$ cat src/rtl/seq_wide_adder_pkg.sv
// rtl/seq_wide_adder_pkg.sv - shared constants, state encoding and slice helper for seq_wide_adder
package seq_wide_adder_pkg;

    localparam int SLICE_W   = 16;
    localparam int MAX_WORDS = 64;
    localparam int WIDE_W    = SLICE_W * MAX_WORDS;

    typedef enum logic [1:0] {
        ST_IDLE = 2'd0,
        ST_RUN  = 2'd1,
        ST_DONE = 2'd2
    } state_t;

    // Callers zero-extend their operand to WIDE_W; unused upper bits are constant and trim away.
    function automatic logic [SLICE_W-1:0] slice_of(input logic [WIDE_W-1:0] v, input int unsigned k);
        return v[k*SLICE_W +: SLICE_W];
    endfunction

endpackage

$ cat src/rtl/seq_wide_adder_cla16.sv
// rtl/seq_wide_adder_cla16.sv - 16-bit group-lookahead slice adder with group generate/propagate
module seq_wide_adder_cla16 (
    input  logic [15:0] a,
    input  logic [15:0] b,
    input  logic        c_in,
    output logic [15:0] s,
    output logic        g_16,
    output logic        p_16
);

    logic [15:0] g;
    logic [15:0] p;
    logic [15:0] c;
    logic [3:0]  gg;
    logic [3:0]  pg;
    logic [3:0]  cg;

    always_comb begin
        g = a & b;
        p = a ^ b;
        for (int k = 0; k < 4; k++) begin
            gg[k] = g[4*k+3]
                  | (p[4*k+3] & g[4*k+2])
                  | (p[4*k+3] & p[4*k+2] & g[4*k+1])
                  | (p[4*k+3] & p[4*k+2] & p[4*k+1] & g[4*k]);
            pg[k] = &p[4*k +: 4];
        end

        cg[0] = c_in;
        cg[1] = gg[0] | (pg[0] & c_in);
        cg[2] = gg[1] | (pg[1] & gg[0]) | (pg[1] & pg[0] & c_in);
        cg[3] = gg[2] | (pg[2] & gg[1]) | (pg[2] & pg[1] & gg[0]) | (pg[2] & pg[1] & pg[0] & c_in);

        // Group carries come from lookahead; only the 3 bits inside each group ripple.
        c = '0;
        for (int k = 0; k < 4; k++) begin
            c[4*k] = cg[k];
            for (int j = 1; j < 4; j++) begin
                c[4*k+j] = g[4*k+j-1] | (p[4*k+j-1] & c[4*k+j-1]);
            end
        end

        s    = p ^ c;
        g_16 = gg[3] | (pg[3] & gg[2]) | (pg[3] & pg[2] & gg[1]) | (pg[3] & pg[2] & pg[1] & gg[0]);
        p_16 = &pg;
    end

endmodule

$ cat src/rtl/seq_wide_adder.sv
// rtl/seq_wide_adder.sv - multi-cycle wide adder streaming 16-bit slices through one lookahead slice adder
module seq_wide_adder
    import seq_wide_adder_pkg::*;
#(
    parameter int WORDS = 4
) (
    input  logic                   clk,
    input  logic                   rst_n,
    input  logic                   start,
    input  logic [SLICE_W*WORDS-1:0] a,
    input  logic [SLICE_W*WORDS-1:0] b,
    input  logic                   c_in,
    output logic                   ready,
    output logic                   done,
    output logic [SLICE_W*WORDS-1:0] sum,
    output logic                   c_out
);

    localparam int W     = SLICE_W * WORDS;
    localparam int IDX_W = $clog2(WORDS);
    localparam logic [IDX_W-1:0] LAST = IDX_W'(WORDS - 1);

    state_t             state;
    state_t             state_nx;
    logic [W-1:0]       a_r;
    logic [W-1:0]       b_r;
    logic [IDX_W-1:0]   idx;
    logic               cy;

    logic [WIDE_W-1:0]  a_ext;
    logic [WIDE_W-1:0]  b_ext;
    logic [SLICE_W-1:0] slice_a;
    logic [SLICE_W-1:0] slice_b;
    logic [SLICE_W-1:0] slice_s;
    logic               g_16;
    logic               p_16;
    logic               cy_nx;

    assign a_ext   = WIDE_W'(a_r);
    assign b_ext   = WIDE_W'(b_r);
    assign slice_a = slice_of(a_ext, 32'(idx));
    assign slice_b = slice_of(b_ext, 32'(idx));

    seq_wide_adder_cla16 u_slice (
        .a    (slice_a),
        .b    (slice_b),
        .c_in (cy),
        .s    (slice_s),
        .g_16 (g_16),
        .p_16 (p_16)
    );

    // Next-slice carry uses only the group signals, keeping the path to one slice plus this merge.
    assign cy_nx = g_16 | (p_16 & cy);

    assign ready = (state == ST_IDLE);
    assign done  = (state == ST_DONE);

    always_ff @(posedge clk or negedge rst_n) begin
        if (!rst_n) begin
            state <= ST_IDLE;
        end else begin
            state <= state_nx;
        end
    end

    always_comb begin
        state_nx = state;
        case (state)
            ST_IDLE: if (start) state_nx = ST_RUN;
            ST_RUN:  if (idx == LAST) state_nx = ST_DONE;
            ST_DONE: state_nx = ST_IDLE;
            default: state_nx = ST_IDLE;
        endcase
    end

    always_ff @(posedge clk or negedge rst_n) begin
        if (!rst_n) begin
            a_r   <= '0;
            b_r   <= '0;
            idx   <= '0;
            cy    <= 1'b0;
            sum   <= '0;
            c_out <= 1'b0;
        end else begin
            case (state)
                ST_IDLE: begin
                    if (start) begin
                        a_r <= a;
                        b_r <= b;
                        cy  <= c_in;
                        idx <= '0;
                    end
                end
                ST_RUN: begin
                    sum[idx*SLICE_W +: SLICE_W] <= slice_s;
                    cy <= cy_nx;
                    if (idx == LAST) begin
                        c_out <= cy_nx;
                    end else begin
                        idx <= idx + 1'b1;
                    end
                end
                default: ;
            endcase
        end
    end

endmodule

$ cat config.mk
export PLATFORM = sky130hd
export DESIGN_NAME = seq_wide_adder
export DESIGN_NICKNAME = d
export VERILOG_FILES = /design/src/rtl/seq_wide_adder_pkg.sv /design/src/rtl/seq_wide_adder_cla16.sv /design/src/rtl/seq_wide_adder.sv
export SDC_FILE = /design/constraint.sdc
export NUM_CORES = 1
export LEC_CHECK = 0
export CORE_UTILIZATION = 47
export CTS_BUF_LIST = sky130_fd_sc_hd__clkbuf_4 sky130_fd_sc_hd__clkbuf_8 sky130_fd_sc_hd__clkbuf_16
export CTS_CLUSTER_SIZE = 25
export DETAILED_ROUTE_END_ITERATION = 12
export DONT_BUFFER_PORTS = 1
export SLEW_MARGIN = 20
export SYNTH_ARGS = -nofsm -noshare
export SYNTH_HDL_FRONTEND = slang
export SYNTH_HIERARCHICAL = 1
export SYNTH_SLANG_ARGS = --single-unit
export TNS_END_PERCENT = 50
$ cat constraint.sdc
create_clock -name clk -period 3.6 [get_ports clk]
set_input_delay 0.9 -clock clk [delete_from_list [all_inputs] [get_ports clk]]
set_output_delay 0.9 -clock clk [all_outputs]
set_load 0.01 [all_outputs]
## Yosys cells after proc, flatten, opt, wreduce, memory -nomap -nowiden

Index checks and enable logic that the tools add are counted.

- Output and inout port bits: 67
- Register bits after elaboration: 198
- Logic and storage cells: 124

- Reduce and logical (&&, ||, !) cells: 12
- Equal/unequal tests: 6
- Muxes and demuxes: 9
- Shift operators: 4
- $add $sub $neg: 2
- Bitwise logic cells: 84

Operator list:

| kind | count |
|---|---|
| $shiftx 1024x7->16 | 2 |
| $bwmux 64 | 1 |
| $shift 16x34->64 const A | 1 |
| $shiftx 16x34->64 | 1 |
| $and 1x1->1 | 47 |
| $neg 6->34 | 1 |
| $or 1x1->1 | 34 |
| $xor 16x16->16 | 2 |
| $and 16x16->16 | 1 |
| $reduce_and 16->1 | 1 |
| $reduce_and 4->1 | 4 |
| $mux 2 | 4 |
| $pmux 2 s2 | 2 |
| $reduce_and 2->1 | 4 |
| $ne 2x2->1 const B | 3 |
| $eq 2x2->1 const B | 2 |
| $reduce_and 3->1 | 1 |
| $add 2x1->2 const B | 1 |
| $eq 2x1->1 const B | 1 |
| $logic_not 2->1 | 1 |
| $pmux 1 s2 | 1 |
| $reduce_bool 2->1 | 1 |
| $mux 1 | 1 |

## Longest topological paths before layout

- Word-level depth: 19
- Depth in mapped cells: 14
- Mapped depth without buffers: 12

## Modules after synthesis

The synthesis kept the hierarchy.

Modules (own cells, without submodules):

| module | seq. area each (um^2) | cells each | area each (um^2) | times used |
|---|---|---|---|---|
| seq_wide_adder | 4954.8 | 558 | 8399.3 | 1 |
| seq_wide_adder_cla16 | 0.0 | 77 | 732.0 | 1 |

## Worst setup path after synthesis

Ideal clock, no wire load.

- Path kind: flip-flop to flip-flop
- Start point: register idx[0]
- End point: register sum[63]
- Stages on the path, launching flop included: 15
- Data arrival time: 3.828 ns
- Slack: -0.310 ns
- Buffers on the path: 2
- Period minus slack after synthesis: 3.910 ns
- Cell sequence: dfrtp_1 > buf_4 > buf_2 > mux4_2 > ha_1 > a21oi_2 > o211ai_2 > a21oi_2 > o21ai_1 > fa_1 > fa_1 > fa_1 > xor2_1 > nand2_1 > o21ai_0

- Elaborated cells between the ends (all ways): 75
- Classes of those cells: add/sub (1); shift (4); mux (1); bitwise (66); reduce/logical (3)

RTL lines:

| what | RTL line | source |
|---|---|---|
| from (decl) | seq_wide_adder.sv:27 | `logic [IDX_W-1:0] idx;` |
| from (signal assigned) | seq_wide_adder.sv:101 | `idx <= idx + 1'b1;` |
| $shiftx 1024x7->16 (*) | seq_wide_adder_pkg.sv:16 | `return v[k*SLICE_W +: SLICE_W];` |
| via slice_b[3] | seq_wide_adder.sv:33 | `logic [SLICE_W-1:0] slice_b;` |
| $xor 16x16->16 | seq_wide_adder_cla16.sv:20 | `p = a ^ b;` |
| $and 1x1->1 (on tied branches) | seq_wide_adder_cla16.sv:23, seq_wide_adder_cla16.sv:24, seq_wide_adder_cla16.sv:25 |  |
| $or 1x1->1 (tied with other cells) | seq_wide_adder_cla16.sv:23 | `\| (p[4*k+3] & g[4*k+2])` |
| $or 1x1->1 / $and 1x1->1 (equally long branches) | seq_wide_adder_cla16.sv:24, seq_wide_adder_cla16.sv:25 |  |
| $or 1x1->1 | seq_wide_adder_cla16.sv:25 | `\| (p[4*k+3] & p[4*k+2] & p[4*k+1] & g[4*k]);` |
| $and 1x1->1 | seq_wide_adder_cla16.sv:32 | `cg[3] = gg[2] \| (pg[2] & gg[1]) \| (pg[2] & pg[1] & gg[0]) \| (pg[2] & pg[1] & pg[0] & c_in);` |
| (+4 left out) | -- |  |
| $and 1x1->1 (*) | seq_wide_adder_cla16.sv:39 | `c[4*k+j] = g[4*k+j-1] \| (p[4*k+j-1] & c[4*k+j-1]);` |
| $or 1x1->1 (*) | seq_wide_adder_cla16.sv:39 |  |
| $and 1x1->1 (*) | seq_wide_adder_cla16.sv:39 |  |
| $or 1x1->1 (*) | seq_wide_adder_cla16.sv:39 |  |
| $xor 16x16->16 (*) | seq_wide_adder_cla16.sv:43 | `s = p ^ c;` |
| via slice_s[15] | seq_wide_adder.sv:34 | `logic [SLICE_W-1:0] slice_s;` |
| $shiftx 16x34->64 (*) | seq_wide_adder.sv:96 | `sum[idx*SLICE_W +: SLICE_W] <= slice_s;` |
| $bwmux 64 (*) | seq_wide_adder.sv:96 |  |
| to (signal, indexed assignment) | seq_wide_adder.sv:96 |  |
| to (decl) | seq_wide_adder.sv:15 | `output logic [SLICE_W*WORDS-1:0] sum,` |

Mark *: on every way through the listed nets, which the timed path passes. The rest lies on a longest branch.
A chain may end at the register's enable or synchronous reset.

## Worst setup path in the final report

- Start point: register idx[0]
- End point: register sum[62]

- Elaborated cells between the ends (all ways): 75
- Classes of those cells: add/sub (1); shift (4); mux (1); bitwise (66); reduce/logical (3)

RTL lines:

| what | RTL line | source |
|---|---|---|
| $shiftx 1024x7->16 (*) | seq_wide_adder_pkg.sv:16 |  |
| via slice_a[9] | seq_wide_adder.sv:32 | `logic [SLICE_W-1:0] slice_a;` |
| $and 16x16->16 / $xor 16x16->16 (equally long branches) | seq_wide_adder_cla16.sv:19, seq_wide_adder_cla16.sv:20 |  |
| $and 1x1->1 (on tied branches) | seq_wide_adder_cla16.sv:24, seq_wide_adder_cla16.sv:25 |  |
| $or 1x1->1 / $and 1x1->1 (equally long branches) | seq_wide_adder_cla16.sv:24, seq_wide_adder_cla16.sv:25 |  |
| $or 1x1->1 | seq_wide_adder_cla16.sv:25 |  |
| $or 1x1->1 (2 in series) | seq_wide_adder_cla16.sv:32 |  |
| $or 1x1->1 (*) | seq_wide_adder_cla16.sv:32 |  |
| $and 1x1->1 (*) | seq_wide_adder_cla16.sv:39 |  |
| $or 1x1->1 (*) | seq_wide_adder_cla16.sv:39 |  |
| $and 1x1->1 (*) | seq_wide_adder_cla16.sv:39 |  |
| $or 1x1->1 (*) | seq_wide_adder_cla16.sv:39 |  |
| $xor 16x16->16 (*) | seq_wide_adder_cla16.sv:43 |  |
| via slice_s[14] | seq_wide_adder.sv:34 |  |
| $shiftx 16x34->64 (*) | seq_wide_adder.sv:96 |  |
| $bwmux 64 (*) | seq_wide_adder.sv:96 |  |

Marks and branches as above.

==> impl_metrics.xml <==
<?xml version="1.0" encoding="UTF-8"?>
<metrics>
  <group name="synth">
    <metric name="synth_async_sr_flop_share" unit="%">100</metric>
    <metric name="mappedNetlistArea" unit="um^2">9130</metric>
    <metric name="ff_latch_count_synth" unit="">198</metric>
    <metric name="synth-edff-count" unit="">0</metric>
    <metric name="syn_avg_cell_area" unit="um^2">14.4</metric>
    <metric name="synth.largest_area_cell" unit="">dfrtp_1</metric>
    <metric name="synthCells" unit="">635</metric>
    <metric name="yosys.cell_types.count" unit="">45</metric>
    <metric name="synth-seq-area-share" unit="%">54.3</metric>
    <metric name="synthDominantCellAreaShare" unit="%">54.3</metric>
    <metric name="synth_fp_nets" unit="">801</metric>
    <metric name="synth_top_cells_by_area" unit="">dfrtp_1 (54%), mux2_1 (11%), mux4_2 (7.9%)</metric>
    <metric name="yosys_warnings" unit="">6</metric>
    <metric name="postSynth.topFlopCell" unit="">dfrtp_1</metric>
  </group>
  <group name="worst_setup_path">
    <metric name="r2r_slack" unit="ns">-0.08</metric>
    <metric name="start_kind" unit="">flip-flop</metric>
    <metric name="category_of_the_critical_setup_timing_path" unit="">flip-flop to flip-flop</metric>
    <metric name="crit_required" unit="ns">3.96</metric>
    <metric name="critical_path_at" unit="ns">4.05</metric>
    <metric name="critPathMaxFanout" unit="">6</metric>
    <metric name="regToRegStartpoint" unit="">idx[0]$_DFFE_PN0P_</metric>
    <metric name="worstRegToRegCells" unit="">12</metric>
    <metric name="timing.critical_path.to_type" unit="">flip-flop</metric>
    <metric name="critical_path.reg2reg.endpoint" unit="">sum[62]$_DFFE_PN0P_</metric>
  </group>
  <group name="global_route">
    <metric name="grt_antenna_before_repair" unit="">9</metric>
    <metric name="grt_first_pass_wirelength" unit="um">32500</metric>
    <metric name="first_global_vias" unit="">5592</metric>
    <metric name="globalRoute.totalOverflow" unit="">0</metric>
    <metric name="track_usage" unit="%">22.1</metric>
    <metric name="largest_net_degree_at_the_start_of_global_routing" unit="">199</metric>
  </group>
  <group name="final_layout">
    <metric name="finalInstanceArea" unit="um^2">10400</metric>
    <metric name="nFillCells" unit="">1596</metric>
    <metric name="share_of_the_core_filled_with_cells_in_the_final_layout" unit="%">54.9</metric>
    <metric name="leading_cell_type_in_the_layout_fill_and_taps_excluded" unit="">dfrtp_1</metric>
    <metric name="finalNonFillerCells" unit="">940</metric>
    <metric name="register_area" unit="um^2">4960</metric>
    <metric name="layout-drive-gt1-share" unit="%">28.5</metric>
    <metric name="most-common-layout-cells" unit="">dfrtp_1 (196), mux2_1 (88), nand2_1 (68), mux2_2 (41), buf_4 (35)</metric>
    <metric name="layout.nets" unit="">827</metric>
    <metric name="multi_input_comb_area" unit="um^2">4030</metric>
    <metric name="area.growth.synth_to_final" unit="%">13.6</metric>
  </group>
  <group name="power">
    <metric name="vdd_drop_max" unit="uV">600</metric>
    <metric name="power.density_cell_area" unit="nW/um^2">1240</metric>
    <metric name="total_leakage_power" unit="nW">4.37</metric>
    <metric name="design_power_total" unit="mW">12.9</metric>
  </group>
  <group name="worst_hold_path">
    <metric name="holdCritPathClass" unit="">primary input to async pin</metric>
  </group>
  <group name="clocking">
    <metric name="cts-root-buf" unit="">clkbuf_16</metric>
    <metric name="cts_tree" unit="">built</metric>
    <metric name="ctsLongestPathBuffers" unit="">2</metric>
    <metric name="insertion_delay" unit="ns">0.44</metric>
    <metric name="tritoncts.num_buffers" unit="">17</metric>
    <metric name="hold_buffers" unit="">0</metric>
    <metric name="htree_levels" unit="">4</metric>
    <metric name="clk_transition_reported_paths" unit="ns">0.07</metric>
    <metric name="clkSinkCount" unit="">198</metric>
  </group>
  <group name="timing">
    <metric name="max_slew.worst_pin.slew" unit="ns">0.941</metric>
    <metric name="grt_setup_unrepaired" unit="">yes</metric>
    <metric name="timing.max_slew.rel_slack" unit="%">37.0</metric>
    <metric name="fin_worst_skew" unit="ns">0.0103</metric>
    <metric name="whs" unit="ns">0.163</metric>
    <metric name="max_clock_freq" unit="MHz">271</metric>
    <metric name="final_hold_viol_count" unit="">0</metric>
    <metric name="setup-violations-final" unit="">14</metric>
    <metric name="final_cycle_share" unit="%">102</metric>
    <metric name="post-route-worst-setup-slack" unit="ns">-0.0842</metric>
    <metric name="period_needed" unit="ns">3.68</metric>
    <metric name="timing_max_transition_violations_final" unit="">0</metric>
    <metric name="tns" unit="ns">-0.695</metric>
  </group>
  <group name="outcome">
    <metric name="outcome" unit="">finished with violations</metric>
    <metric name="violations" unit="">setup timing</metric>
  </group>
  <group name="drt">
    <metric name="ant_nets" unit="">0</metric>
    <metric name="drt_iter0_markers" unit="">276</metric>
    <metric name="detailroute.via_count" unit="">5252</metric>
    <metric name="post-route-drc-count" unit="">0</metric>
    <metric name="drt_pre_antenna_iters" unit="">4</metric>
    <metric name="detail_route.wl_per_cell" unit="um">21.9</metric>
    <metric name="routed_wirelength" unit="um">20600</metric>
    <metric name="vias_per_cell" unit="">5.59</metric>
  </group>
  <group name="place">
    <metric name="gp_routability_congestion" unit="">0.773</metric>
    <metric name="placedInstanceArea" unit="um^2">9610</metric>
    <metric name="port_buffers" unit="">0</metric>
    <metric name="hpwlAfterDp" unit="um">15300</metric>
    <metric name="placement.setup.worst_slack" unit="ns">-0.150</metric>
    <metric name="cell_total_after_placement" unit="">894</metric>
  </group>
  <group name="die">
    <metric name="placementRows" unit="">50</metric>
    <metric name="top_ports" unit="">199</metric>
    <metric name="die_footprint" unit="um^2">20000</metric>
    <metric name="die_height" unit="um">141</metric>
    <metric name="floorplan.die.width" unit="um">141</metric>
    <metric name="initial_core_util" unit="%">48.3</metric>
    <metric name="floorplan.core_area" unit="um^2">18900</metric>
  </group>
  <group name="job">
    <metric name="maxCapViolations" unit="">0</metric>
  </group>
</metrics>
registers in the layout, indices dropped and copies added, names as in the netlist:
register and flops:
cy 1, b_r 64, a_r 64, c_out 1
sum 64, idx 2, state 2
cells by family after synthesis:
logic type      Yosys count  share of synthesized area, %
buf+inv                  54                          3.73
fa+ha+maj                34                          5.65
compound gates           83                          6.29
simple gates            101                          5.89
flops                   198                          54.3
mux                     161                          23.8
xor+xnor                  4                         0.384
worst max-delay path by stage:
stage,startpoint,end,slack [ns],cells past startpoint
after floorplan,idx[0]$_DFFE_PN0P_,sum[47]$_DFFE_PN0P_,-0.002,13
after global placement,idx[0]$_DFFE_PN0P_,sum[63]$_DFFE_PN0P_,-0.04,13
after detailed placement,idx[0]$_DFFE_PN0P_,sum[62]$_DFFE_PN0P_,-0.15,12
after CTS,idx[0]$_DFFE_PN0P_,sum[63]$_DFFE_PN0P_,-0.08,12
after global routing,idx[0]$_DFFE_PN0P_,sum[63]$_DFFE_PN0P_,-0.27,13
final,idx[0]$_DFFE_PN0P_,sum[62]$_DFFE_PN0P_,-0.08,12
metal layers:
metal | GRT usage, % | vias up | part of all wire, %
met5 | 0 | - | 0.13
met4 | 6.17 | 4 | 1.3
met3 | 9.28 | 25 | 8.8
met2 | 35.6 | 162 | 49
met1 | 27.2 | 2707 | 41
li1 | - | 2354 | -
critical path, stage by stage, from the launching register on:
cell and delay [ns]:
dfrtp_2 0.49, buf_4 0.22, mux4_2 0.57, ha_4 0.26, a21oi_1 0.14, nor2_1 0.08, a211oi_2 0.24, o21ai_1 0.13
fa_2 0.35, fa_2 0.35, fa_2 0.56, nand2_1 0.07, o21ai_2 0.15
where the power goes:
group	internal (mW)	switching [mW]	leakage, nW
clock network	0.956	0.825	0.266
logic	3.47	3.80	1.64
registers	3.19	0.670	2.46
final cells by class:
cell class / count / area share (%)
repair buffers: 43 / 4.07
clock inverters: 9 / 0.688
flip-flops and latches: 198 / 47.8
diodes: 7 / 0.169
clock buffers: 22 / 4.64
inverters: 18 / 0.651
multi-input cells: 383 / 38.8
well taps: 260 / 3.14
cells in the mapped netlist (2+ instances only):
cell and number:
a21oi_1 8, o21ai_1 3, nor3b_1 2, clkbuf_1 10
nand2b_1 2, mux4_2 32, nand2_1 68, a21oi_2 2
inv_1 18, mux2_2 41, buf_8 8, a22o_1 33
nor2_1 5, nand4_1 3, buf_2 11, buf_6 2
dfrtp_1 198, nand3_1 4, o211ai_1 2, nand3b_1 3
xor2_1 2, fa_1 12, xnor2_1 2, o21ai_0 31
ha_1 22, mux2_1 88, buf_4 5
timing repair:
item,4_1_cts,5_1_grt
setup endpoints to repair,16,24
resized for setup,12,18
buffers inserted,7,0
pin swaps,2,0
gates cloned,1,0
Note: power is estimated with default switching activity, not from simulation.
